===== src/rtl/tl_track_pkg.sv =====
// Shared TL-UL opcode constants, error codes and beat-count helpers for the inflight tracker.
package tl_track_pkg;

  localparam logic [2:0] A_PUT_FULL    = 3'd0;
  localparam logic [2:0] A_PUT_PARTIAL = 3'd1;
  localparam logic [2:0] A_ARITH       = 3'd2;
  localparam logic [2:0] A_LOGICAL     = 3'd3;
  localparam logic [2:0] A_GET         = 3'd4;
  localparam logic [2:0] A_HINT        = 3'd5;

  localparam logic [2:0] D_ACCESS_ACK      = 3'd0;
  localparam logic [2:0] D_ACCESS_ACK_DATA = 3'd1;
  localparam logic [2:0] D_HINT_ACK        = 3'd2;

  typedef enum logic [2:0] {
    E_NONE        = 3'd0,
    E_DUP_SOURCE  = 3'd1,
    E_NO_REQ      = 3'd2,
    E_OPCODE      = 3'd3,
    E_SIZE        = 3'd4,
    E_BEAT_CHANGE = 3'd5,
    E_BAD_OPCODE  = 3'd6,
    E_TIMEOUT     = 3'd7
  } err_code_e;

  // D opcode a well-behaved slave must answer a given A opcode with.
  function automatic logic [2:0] exp_d_opcode(input logic [2:0] a_opcode);
    case (a_opcode)
      A_GET, A_ARITH, A_LOGICAL: return D_ACCESS_ACK_DATA;
      A_HINT:                    return D_HINT_ACK;
      default:                   return D_ACCESS_ACK;
    endcase
  endfunction

  function automatic logic a_has_data(input logic [2:0] a_opcode);
    return a_opcode <= A_LOGICAL;
  endfunction

  function automatic logic a_opcode_ok(input logic [2:0] a_opcode);
    return a_opcode <= A_HINT;
  endfunction

  function automatic int unsigned num_beats(input int unsigned size, input logic has_data,
                                            input int unsigned beat_lg);
    if (!has_data || size <= beat_lg) return 32'd1;
    return 32'd1 << (size - beat_lg);
  endfunction

endpackage


===== src/rtl/tl_beat_counter.sv =====
// Tracks beat position within a TL burst; flags the first and last beat of the current transfer.
module tl_beat_counter
  import tl_track_pkg::*;
#(
  parameter int unsigned SIZE_W  = 3,
  parameter int unsigned BEAT_LG = 2
) (
  input  logic              clock,
  input  logic              reset,
  input  logic              fire,
  input  logic [SIZE_W-1:0] size,
  input  logic              has_data,
  output logic              first,
  output logic              last
);

  localparam int unsigned MAX_LG = ((2 ** SIZE_W) - 1 > BEAT_LG) ? (2 ** SIZE_W) - 1 - BEAT_LG : 1;
  localparam int unsigned CNT_W  = MAX_LG;

  logic [CNT_W-1:0] cnt_q;
  int unsigned      beats_c;

  always_comb beats_c = num_beats(32'(size), has_data, BEAT_LG);

  assign first = (cnt_q == '0);
  assign last  = (32'(cnt_q) == beats_c - 32'd1);

  always_ff @(posedge clock) begin
    if (reset) begin
      cnt_q <= '0;
    end else if (fire) begin
      cnt_q <= last ? '0 : cnt_q + CNT_W'(1);
    end
  end

endmodule


===== src/rtl/tl_source_inflight_tracker.sv =====
// Passive TL-UL scoreboard: per-source outstanding tracking with duplicate, orphan,
// mismatch, beat-change and stall detection. Drives no bus signal.
module tl_source_inflight_tracker
  import tl_track_pkg::*;
#(
  parameter int unsigned SOURCE_W = 4,
  parameter int unsigned SIZE_W   = 3,
  parameter int unsigned BEAT_LG  = 2,
  parameter int unsigned TIMEOUT  = 1024
) (
  input  logic                   clock,
  input  logic                   reset,
  input  logic                   a_valid,
  input  logic                   a_ready,
  input  logic [2:0]             a_opcode,
  input  logic [SOURCE_W-1:0]    a_source,
  input  logic [SIZE_W-1:0]      a_size,
  input  logic                   d_valid,
  input  logic                   d_ready,
  input  logic [2:0]             d_opcode,
  input  logic [SOURCE_W-1:0]    d_source,
  input  logic [SIZE_W-1:0]      d_size,
  output logic [2**SOURCE_W-1:0] busy,
  output logic [SOURCE_W:0]      inflight_cnt,
  output logic                   err_pulse,
  output logic                   err_sticky,
  output logic [2:0]             err_code,
  output logic [SOURCE_W-1:0]    err_source
);

  localparam int unsigned NSRC = 2 ** SOURCE_W;
  localparam int unsigned WD_W = (TIMEOUT > 0) ? $clog2(TIMEOUT + 1) : 1;

  logic                a_fire, d_fire;
  logic                a_first, a_last, d_first, d_last;
  logic                unused_a_last;
  logic [2:0]          exp_op_q   [NSRC];
  logic [SIZE_W-1:0]   exp_size_q [NSRC];
  logic [2:0]          a_op_q;
  logic [SOURCE_W-1:0] a_src_q;
  logic [SIZE_W-1:0]   a_size_q;
  logic [WD_W-1:0]     wd_q, wd_next;
  logic                wd_inc, timeout_c;
  logic [NSRC-1:0]     d_clr, a_set, busy_next;
  logic [SOURCE_W:0]   cnt_next;
  logic [SOURCE_W-1:0] low_busy, a_err_src, err_src_c;
  err_code_e           d_err, a_err, err_c;

  assign a_fire        = a_valid & a_ready;
  assign d_fire        = d_valid & d_ready;
  assign unused_a_last = a_last;

  tl_beat_counter #(.SIZE_W(SIZE_W), .BEAT_LG(BEAT_LG)) u_a_beats (
    .clock    (clock),
    .reset    (reset),
    .fire     (a_fire),
    .size     (a_size),
    .has_data (a_has_data(a_opcode)),
    .first    (a_first),
    .last     (a_last)
  );

  tl_beat_counter #(.SIZE_W(SIZE_W), .BEAT_LG(BEAT_LG)) u_d_beats (
    .clock    (clock),
    .reset    (reset),
    .fire     (d_fire),
    .size     (d_size),
    .has_data (d_opcode == D_ACCESS_ACK_DATA),
    .first    (d_first),
    .last     (d_last)
  );

  // Transaction checks against pre-cycle state; a D clear frees its source for a same-cycle A.
  always_comb begin
    d_clr     = '0;
    a_set     = '0;
    d_err     = E_NONE;
    a_err     = E_NONE;
    a_err_src = a_source;
    if (d_fire && d_first) begin
      if (!busy[d_source])                         d_err = E_NO_REQ;
      else if (exp_op_q[d_source] != d_opcode)     d_err = E_OPCODE;
      else if (exp_size_q[d_source] != d_size)     d_err = E_SIZE;
    end
    if (d_fire && d_last && busy[d_source]) d_clr[d_source] = 1'b1;
    if (a_fire && a_first) begin
      if (!a_opcode_ok(a_opcode))                  a_err = E_BAD_OPCODE;
      else if (busy[a_source] && !d_clr[a_source]) a_err = E_DUP_SOURCE;
      else                                         a_set[a_source] = 1'b1;
    end else if (a_fire && (a_opcode != a_op_q || a_source != a_src_q || a_size != a_size_q)) begin
      a_err     = E_BEAT_CHANGE;
      a_err_src = a_src_q;
    end
    busy_next = (busy & ~d_clr) | a_set;
  end

  // Watchdog, population count and error arbitration (D over A over timeout).
  always_comb begin
    wd_inc    = (inflight_cnt != '0) && !d_fire;
    timeout_c = (TIMEOUT != 0) && wd_inc && (32'(wd_q) == TIMEOUT - 32'd1);
    wd_next   = '0;
    if (TIMEOUT != 0 && wd_inc) wd_next = (32'(wd_q) == TIMEOUT) ? wd_q : wd_q + WD_W'(1);

    low_busy = '0;
    for (int i = int'(NSRC) - 1; i >= 0; i--) begin
      if (busy[i]) low_busy = SOURCE_W'(i);
    end

    cnt_next = '0;
    for (int i = 0; i < int'(NSRC); i++) cnt_next = cnt_next + (SOURCE_W + 1)'(busy_next[i]);

    err_c     = E_NONE;
    err_src_c = '0;
    if (d_err != E_NONE) begin
      err_c     = d_err;
      err_src_c = d_source;
    end else if (a_err != E_NONE) begin
      err_c     = a_err;
      err_src_c = a_err_src;
    end else if (timeout_c) begin
      err_c     = E_TIMEOUT;
      err_src_c = low_busy;
    end
  end

  always_ff @(posedge clock) begin
    if (reset) begin
      busy         <= '0;
      inflight_cnt <= '0;
      err_pulse    <= 1'b0;
      err_sticky   <= 1'b0;
      err_code     <= '0;
      err_source   <= '0;
      wd_q         <= '0;
      a_op_q       <= '0;
      a_src_q      <= '0;
      a_size_q     <= '0;
      for (int i = 0; i < int'(NSRC); i++) begin
        exp_op_q[i]   <= '0;
        exp_size_q[i] <= '0;
      end
    end else begin
      busy         <= busy_next;
      inflight_cnt <= cnt_next;
      wd_q         <= wd_next;
      err_pulse    <= (err_c != E_NONE);
      if (err_c != E_NONE && !err_sticky) begin
        err_sticky <= 1'b1;
        err_code   <= err_c;
        err_source <= err_src_c;
      end
      if (a_fire && a_first) begin
        a_op_q   <= a_opcode;
        a_src_q  <= a_source;
        a_size_q <= a_size;
      end
      for (int i = 0; i < int'(NSRC); i++) begin
        if (a_set[i]) begin
          exp_op_q[i]   <= exp_d_opcode(a_opcode);
          exp_size_q[i] <= a_size;
        end
      end
    end
  end

endmodule

===== config.mk =====
export PLATFORM = sky130hd
export DESIGN_NAME = tl_source_inflight_tracker
export DESIGN_NICKNAME = d
export VERILOG_FILES = /design/src/rtl/tl_track_pkg.sv /design/src/rtl/tl_beat_counter.sv /design/src/rtl/tl_source_inflight_tracker.sv
export SDC_FILE = /design/constraint.sdc
export NUM_CORES = 1
export LEC_CHECK = 0
export BUFFER_PORTS_ARGS = -buffer_cell sky130_fd_sc_hd__clkbuf_2
export CAP_MARGIN = 20
export CORE_ASPECT_RATIO = 0.9
export CORE_MARGIN = 2
export CORE_UTILIZATION = 35
export CTS_CLUSTER_DIAMETER = 60
export CTS_CLUSTER_SIZE = 40
export DETAILED_ROUTE_END_ITERATION = 10
export PLACE_DENSITY_LB_ADDON = 0.08
export SYNTH_ARGS = -nofsm -noshare
export SYNTH_HDL_FRONTEND = slang
export SYNTH_HIERARCHICAL = 1
export SYNTH_SLANG_ARGS = --single-unit

===== constraint.sdc =====
create_clock -name clock -period 7.7 [get_ports clock]
set_clock_uncertainty 0.1 [all_clocks]
set_input_delay 0.385 -clock clock [delete_from_list [all_inputs] [get_ports clock]]
set_output_delay 0.385 -clock clock [all_outputs]
set_load 0.1 [all_outputs]

==> results.md, run 1 <==
Layout:
- Relative to the synthesized area, the layout overhead comes to 13.2%.
- After the last flow step, the layout net total stands at 898.
- The count of antenna diodes in the layout is 0.
- The library cell used most frequently in the layout, excluding fill and tap cells, is sky130_fd_sc_hd__nor2_1.
- The number of cells in the finished layout apart from fillers is 1160.
- Of the cells placed in the final design, the portion with a size suffix greater than 1 is between 10% and 20%.
- In the layout the commonest cells are sky130_fd_sc_hd__nor2_1 (102), sky130_fd_sc_hd__nand2_1 (91), sky130_fd_sc_hd__edfxtp_1 (80).

Clock tree:
- The H-tree was split into 4 levels.
- The buffer depth of the longest clock path is 2.
- The post-cts gate resize count is 0.
- The clock-pin transition on the worst setup and hold timing paths is ~0.070 ns.
- The CTS tree is done.
- The post-CTS setup-driven buffer insertion count is 0.
- The total clock buffers created by CTS is 17.
- The master cell of the clock root buffer is sky130_fd_sc_hd__clkbuf_16.
- The later pin in the worst-skew pair is clocked with a latency of ~0.43 ns.
- The clock sink count is roughly 140.
- The number of buffers inserted for hold repair after clock tree synthesis is 0.

Hold path:
- The worst hold path passes through 3 cells.
- The startpoint of the most critical hold path is a_opcode[0].
- The worst hold path terminates at a_op_q[0].
- The path class of the tightest hold or removal check is in2reg.

Worst setup path:
- Tracing the worst setup path back leads to its startpoint at d_opcode[1].
- The largest stage delay on the critical path is between 0.6 and 0.7 ns.
- STA classifies the critical path endpoint as a register.
- STA classifies the critical path startpoint as an input pin.
- The peak fanout along the critical path is 7.
- The depth of the worst register-to-register path is 21.
- STA puts the critical path data required time at between 7 and 8 ns.
- The cell with the biggest individual delay on the critical path is sky130_fd_sc_hd__fa_1.
- The startpoint identified for the worst register-to-register timing path is u_d_beats/cnt_q[2].
- The category of the critical setup timing path is in2reg.
- The worst reg-to-reg setup slack is 1.44 ns.
- The terminus of the critical flop-to-flop path is inflight_cnt[4].
- The data arrival at the endpoint of the critical path is ~7.2 ns.
- Counting stages on the worst path, the most repeated cell is sky130_fd_sc_hd__fa_1.

Route:
- After detailed routing, the average wire length per cell comes to 19.3 um.
- Summed over all layers, the routed wires come to about 22 mm.
- The count of nets left with antenna violations once routing finished came out at 0.
- Detailed routing inserted a total of approximately 6300 vias.
- The iteration count of the initial detailed-routing pass is 5.
- The DRC violation total after the first TritonRoute iteration is 459.
- The detailed-route DRC error count is 0.
- The average via count per standard cell is roughly 5.5.

Run status:
- The run finished with clean final reports.

Floorplanning:
- Once the floorplan was initialized, standard cells occupied a little over a third of the core.
- Measured along the y axis, the die boundary spans 151 um.
- The die covers roughly 25000 sq um.
- The number of cell rows is 53.
- The floorplan core area is around 23000 sq um.
- During I/O placement, the number of pins put on the boundary was 56.
- The horizontal extent of the die is about 170 um.

Timing:
- The transition time of the tightest slew-check pin is ~0.84 ns.
- Based on the critical path, the design can be clocked at up to ~0.14 GHz.
- Setup repair after global routing left no endpoint under its margin.
- The number of setup violations in the final report is 0.
- The minimum hold slack is 0.143 ns.
- The number of max-slew violations in the final report came to 0.
- The final number of hold-violating endpoints came to 0.
- The worst pin sits at a relative slew slack of between 40% and 50%.
- Adding up every negative setup slack in the final design gives 0 ns.
- After layout, the minimum clock period comes to roughly 7 ns.
- The ratio of final minimum period to clock period is between 90% and 100%.

Pwr:
- The static leakage power is 0.00354 uW.
- The power density over cell area is 204 nW/um^2.
- The worst voltage drop across the vdd grid is ~0.12 mV.

Global routing:
- For this run the aggregate overflow at the end of global routing stands at 0.
- The overall routing resource usage is 18.3%.
- The number of global-route vias before repair is 6104.
- The number of antenna violations at the first check in global routing is 1.
- The first global-routing pass estimated about 35 mm of wire.
- Entering global routing, the biggest net connects 52 pins.

Logic synthesis:
- Dividing the synthesized area by the synthesized cell count gives 10.4 sq um.
- The number of enable-type register cells in the synthesized netlist is 80.
- The sequential fraction of the synthesis area is a little over two fifths.
- Synthesis produced a netlist with a net count of ~860.
- The number of instances in the synthesized netlist is 806.
- The count of warnings emitted by yosys is 6.
- Among all flip-flop cells after synthesis, the most frequent one is sky130_fd_sc_hd__edfxtp_1.
- For this run, asynchronously set or reset flops after synthesis account for 0%.
- The count of different cell masters after synthesis is 79.
- After synthesis the netlist holds a flip-flop and latch count of around 140.
- The synthesized netlist occupies a cell area of 8360 sq um.

Placed design:
- The number of port buffers is 55.
- Once detailed placement completed, the half-perimeter wirelength came to roughly 16 mm.
- The number of instances in the placed design is 1128.
- The congestion estimate from routability-driven global placement came to 0.896.

Job:
- The number of violations of the max-capacitance limit is 0.
==> how the worst max path moves through the flow <==
| stage | depth (start not counted) | endpoint |
|---|---|---|
| 2_1_floorplan | 29 | inflight_cnt[3] |
| 3_3_place_gp | 28 | inflight_cnt[3] |
| 3_5_place_dp | 26 | inflight_cnt[4] |
| 4_1_cts | 26 | inflight_cnt[4] |
| 5_1_grt | 27 | inflight_cnt[3] |
| 6_report | 26 | inflight_cnt[4] |
==> synth_stat cells, drive strengths merged (3+ instances only) <==
cell | number | area (sq um)
a211o | 3 | 26.3
a211oi | 4 | 55.1
a21boi | 4 | 30.0
a21oi | 31 | 155
a221oi | 3 | 26.3
a22oi | 5 | 37.5
a311oi | 4 | 35.0
a31oi | 5 | 31.3
and2 | 10 | 62.6
and3 | 6 | 42.5
and3b | 4 | 35.0
and4 | 6 | 52.6
buf | 19 | 134
clkbuf | 29 | 109
dfxtp | 61 | 1220
edfxtp | 80 | 2400
fa | 10 | 200
ha | 17 | 213
inv | 35 | 131
mux2 | 5 | 56.3
mux2i | 17 | 170
mux4 | 30 | 717
nand2 | 91 | 342
nand2b | 22 | 155
nand3 | 23 | 115
nand4 | 17 | 113
nand4b | 3 | 26.3
nor2 | 102 | 383
nor2b | 24 | 150
nor3 | 13 | 97.6
nor3b | 3 | 22.5
nor4 | 11 | 83.8
nor4b | 4 | 65.1
o211ai | 4 | 30.0
o21ai | 20 | 104
o22ai | 3 | 18.8
o311ai | 5 | 61.3
o31a | 6 | 52.6
o31ai | 4 | 30.0
o32ai | 3 | 26.3
xnor2 | 22 | 200
xor2 | 15 | 131
==> where the power goes <==
group,internal (uW),switching (uW)
combinational,86.4,182
sequential,823,13.9
clock,462,367
total,1370,563
==> metal layers <==
metal,vias to the layer above,share of wire (%),GRT usage (%)
li1,3014,-,-
met1,3072,47,25.0
met2,217,45,28.4
met3,31,6.7,4.99
met4,0,1.7,5.73
met5,-,0,0
==> state kept, by name, indices dropped and copies added, names as in the netlist <==
name / cells
a_op_q: 3
a_size_q: 3
a_src_q: 4
busy: 16
err_code: 3
err_pulse: 1
err_source: 4
err_sticky: 1
exp_op_q: 32
exp_size_q: 48
inflight_cnt: 5
u_a_beats/cnt_q: 5
u_d_beats/cnt_q: 5
wd_q: 11
==> worst max-delay path, delay by kind of cell <==
| kind | cells | cell delay, ns |
|---|---|---|
| simple gates | 11 | 2.54 |
| xor+xnor | 1 | 0.11 |
| compound gates | 4 | 0.98 |
| fa+ha+maj | 7 | 2.95 |
| buf+inv | 2 | 0.14 |
| mux | 1 | 0.07 |
==> cell families (layout without fill, tap and decap cells) <==
kind of cell    after synthesis  after routing  share of synthesized area (%)
mux                          52             52                           11.3
flops                       141            141                           43.3
fa+ha+maj                    27             27                           4.94
xor+xnor                     37             37                           3.97
simple gates                347            347                           21.6
buf+inv                      83            135                           4.47
compound gates              119            119                           10.4
==> final cells by class <==
| cell class | instances | area, sq um |
|---|---|---|
| fill | 2281 | 13900 |
| multi-input combinational | 582 | 4360 |
| sequential | 141 | 3620 |
| clock buffer | 17 | 425 |
| tap | 302 | 378 |
| timing repair buffer | 68 | 373 |
| clock inverter | 15 | 170 |
| inverter | 35 | 131 |
==> stage by stage <==
step | worst slack (ns) | util, % | total power (uW) | area (sq um)
floorplan | 0.766 | - | 1050 | 8360
global placement | 0.411 | 37.9 | 1120 | 8870
detailed placement | 0.297 | 37.9 | 1120 | 8870
CTS | 0.725 | 40.4 | 1960 | 9470
global route | 0.176 | 40.4 | 2010 | 9470
finish | 0.720 | 40.4 | 1930 | 9470
(Power assumes the default switching activity.)
==> run 2: changes to the inputs <==
Settings changed: RECOVER_POWER from default to 25.
==> run 2 against run 1 <==
Combinational power hardly changed. Hold slack worse by 0.0042 ns. Core utilization shrank 0.18 points. Sequential power hardly changed. First-iteration DRC count up 5.4%. Fmax hardly changed. Clock power about the same. Wire length up 0.14%. Global-route usage unchanged.
==> results.md, run 2 (same netlist as run 1, synthesis figures left out) <==
Timing:
- The final worst slack is 0.719 ns.
- The number of max-slew violations in the final report was 0.
- For the final routed database, the setup TNS stands at 0 ns.
- Derived from the worst setup path, the maximum achievable clock frequency is around 0.14 GHz.
- The final number of hold-violating endpoints is 0.
- At the pin with the least slew margin, the transition time is between 1 and 1.5 ns.
- The final critical delay including setup and external delays is around 7 ns.
- The number of setup violations in the final report is 0.
- In this run the tightest slew margin relative to its limit is 20.7%.
- Setup repair after global routing left no endpoint under its margin.
- Of the available clock period, the critical path in the final layout requires between 90% and 100%.

Global routing:
- The overall routing resource usage is 18.3%.
- The number of antenna violations at the first check in global routing came to 1.
- The overall overflow remaining after global route is 0.
- The maximum number of pins on one net before global-route repair is 52.
- The first global-routing pass estimated around 35 mm of wire.
- The number of global-route vias before repair was a little over 6000.

Placed design:
- At the end of routability-driven placement, the weighted congestion stood at roughly 0.9.
- The post-DP HPWL is between 15 and 20 mm.
- During placement, the flow inserted port buffers numbering between 50 and 60.
- Summing all placed instances gives a cell area of 8870 sq um.
- Timing analysis after detailed placement gives a worst setup slack of between 0.2 and 0.3 ns.

Floorplanning:
- In this run the vertical extent of the chip is around 150 um.
- The overall die area is roughly 25000 sq um.
- The floorplan core area is 23400 sq um.
- The initial core utilization is between 30% and 40%.
- between 50 and 60 I/O pins were placed.
- The number of cell rows is 53.
- The horizontal extent of the die is 167 um.

Route:
- The final antenna-violating net count is 0.
- Dividing the detail-routed via count by the number of cells gives 5.44.
- The routed length per placed instance is about 19 um.
- The detailed-route DRC error count is 0.
- The detailed router finished its first iteration with slightly below 500 violations.
- Summed over all layers, the routed wires come to 22.4 mm.
- The count of vias placed by the detailed router is ~6300.
- The iteration count of the initial detailed-routing pass is 5.

Pwr:
- The worst-case IR drop observed on VDD is between 0.1 and 0.15 mV.
- The power density over cell area is between 200 and 250 nW/um^2.
- The static leakage power is ~0.0034 uW.

Clock tree:
- The post-cts gate resize count is 0.
- TritonCTS built the clock tree.
- For this design, the sink count on the clock tree is 141.
- The cell sitting at the root of the clock tree is a sky130_fd_sc_hd__clkbuf_16.
- After clock tree synthesis, the clock-pin slew on the worst setup and hold paths is 0.07 ns.
- The post-CTS setup-driven buffer insertion count is 0.
- The number of clock buffers added by TritonCTS is 17.
- The H-tree level count is 4.
- Clock latency on the worst-skew pair, taken at its later pin, is 0.44 ns.
- The number of buffers inserted for hold repair after clock tree synthesis is 0.
- The buffer depth of the longest clock path is 2.

Layout:
- Leaving out fill and tap cells, the most frequent cell in the layout is sky130_fd_sc_hd__nor2_1.
- The post-route core utilization is 40.3%.
- The count of antenna diodes in the layout is 0.
- Of the cells placed in the final design, the portion with a size suffix greater than 1 is 13.2%.
- In the layout the commonest cells are sky130_fd_sc_hd__nor2_1 (102), sky130_fd_sc_hd__nand2_1 (91), sky130_fd_sc_hd__edfxtp_1 (80).
- After routing the design area is ~9400 sq um.
- The register bank with the most flops is exp_size_q.
- The number of flip-flops in the largest register is 48.
- The post-layout net count is around 900.
- The largest registers in the layout are exp_size_q (48), exp_op_q (32), busy (16).
- From synthesis to final layout, the design area changed by 12.7%.

Worst setup path:
- The worst setup path is launched from an input pin.
- The category of the critical setup timing path is in2reg.
- The peak fanout along the critical path is 7.
- The data arrival at the endpoint of the critical path is between 7 and 8 ns.
- STA classifies the critical path endpoint as a register.
- Data on the critical path is required at its endpoint by 7.90 ns.

Job:
- Across the run, the number of max-cap violations was 0.

Hold path:
- The tightest min-delay check is of the in2reg type.

Run status:
- The run finished with clean final reports.
run 2: changes by cell type in the layout (fill, tap and decap cells not counted):
cell                       delta
sky130_fd_sc_hd__buf_4        -1
sky130_fd_sc_hd__clkbuf_1    +31
sky130_fd_sc_hd__clkbuf_2    -30
run 2: worst max-delay path: stages:
cell and delay, ns:
sky130_fd_sc_hd__clkbuf_2 0.10, sky130_fd_sc_hd__nor3b_1 0.39, sky130_fd_sc_hd__nor2b_1 0.24, sky130_fd_sc_hd__o31a_1 0.21
sky130_fd_sc_hd__ha_1 0.31, sky130_fd_sc_hd__xnor2_1 0.11, sky130_fd_sc_hd__nor2_1 0.10, sky130_fd_sc_hd__mux2i_1 0.07
sky130_fd_sc_hd__a2111o_1 0.41, sky130_fd_sc_hd__nor3_2 0.28, sky130_fd_sc_hd__and4_1 0.31, sky130_fd_sc_hd__nor4bb_1 0.23
sky130_fd_sc_hd__o211ai_1 0.18, sky130_fd_sc_hd__and3_4 0.26, sky130_fd_sc_hd__nor4b_4 0.37, sky130_fd_sc_hd__nand2_1 0.11
sky130_fd_sc_hd__and2_1 0.19, sky130_fd_sc_hd__fa_1 0.61, sky130_fd_sc_hd__fa_1 0.46, sky130_fd_sc_hd__fa_1 0.48
sky130_fd_sc_hd__fa_1 0.49, sky130_fd_sc_hd__inv_1 0.04, sky130_fd_sc_hd__ha_1 0.20, sky130_fd_sc_hd__fa_1 0.40
sky130_fd_sc_hd__a21oi_1 0.18, sky130_fd_sc_hd__nor3b_1 0.07
run 2: worst paths after layout:
kind,startpoint,end,slack [ns],cells past startpoint
worst max-delay path,d_opcode[1],inflight_cnt[4],0.72,26
worst max register to register,u_d_beats/cnt_q[2],inflight_cnt[4],1.43,21
worst min-delay path,a_opcode[0],a_op_q[0],0.14,3
worst min register to register,a_size_q[1],a_size_q[1],0.37,2
run 2: power breakdown:
group | switching (uW) | internal (uW)
registers | 13.9 | 823
clock network | 368 | 461
logic | 182 | 84.7
total | 564 | 1370
run 2: final cells by class:
cell class / instances / area (sq um)
Fill cell: 2292 / 14000
Inverter: 35 / 131
Timing Repair Buffer: 68 / 332
Clock buffer: 17 / 425
Clock inverter: 15 / 170
Multi-Input combinational cell: 582 / 4360
Sequential cell: 141 / 3620
Tap cell: 302 / 378
run 2: layer usage:
layer / share of wire [%] / vias to the layer above / track usage [%]
met3: 6.3 / 31 / 4.99
met5: 0 / - / 0
met4: 1.6 / 0 / 5.73
met1: 47 / 3064 / 25.0
li1: - / 3016 / -
met2: 45 / 195 / 28.4
run 2: per-stage QoR:
stage / hold WS, ns / instances / power [uW]
after global placement: 0.357 / 1128 / 1120
final: 0.139 / 1160 / 1930
after detailed placement: 0.362 / 1128 / 1120
after global routing: 0.153 / 1160 / 2010
after floorplan: 0.349 / 806 / 1050
after CTS: 0.117 / 1160 / 1960
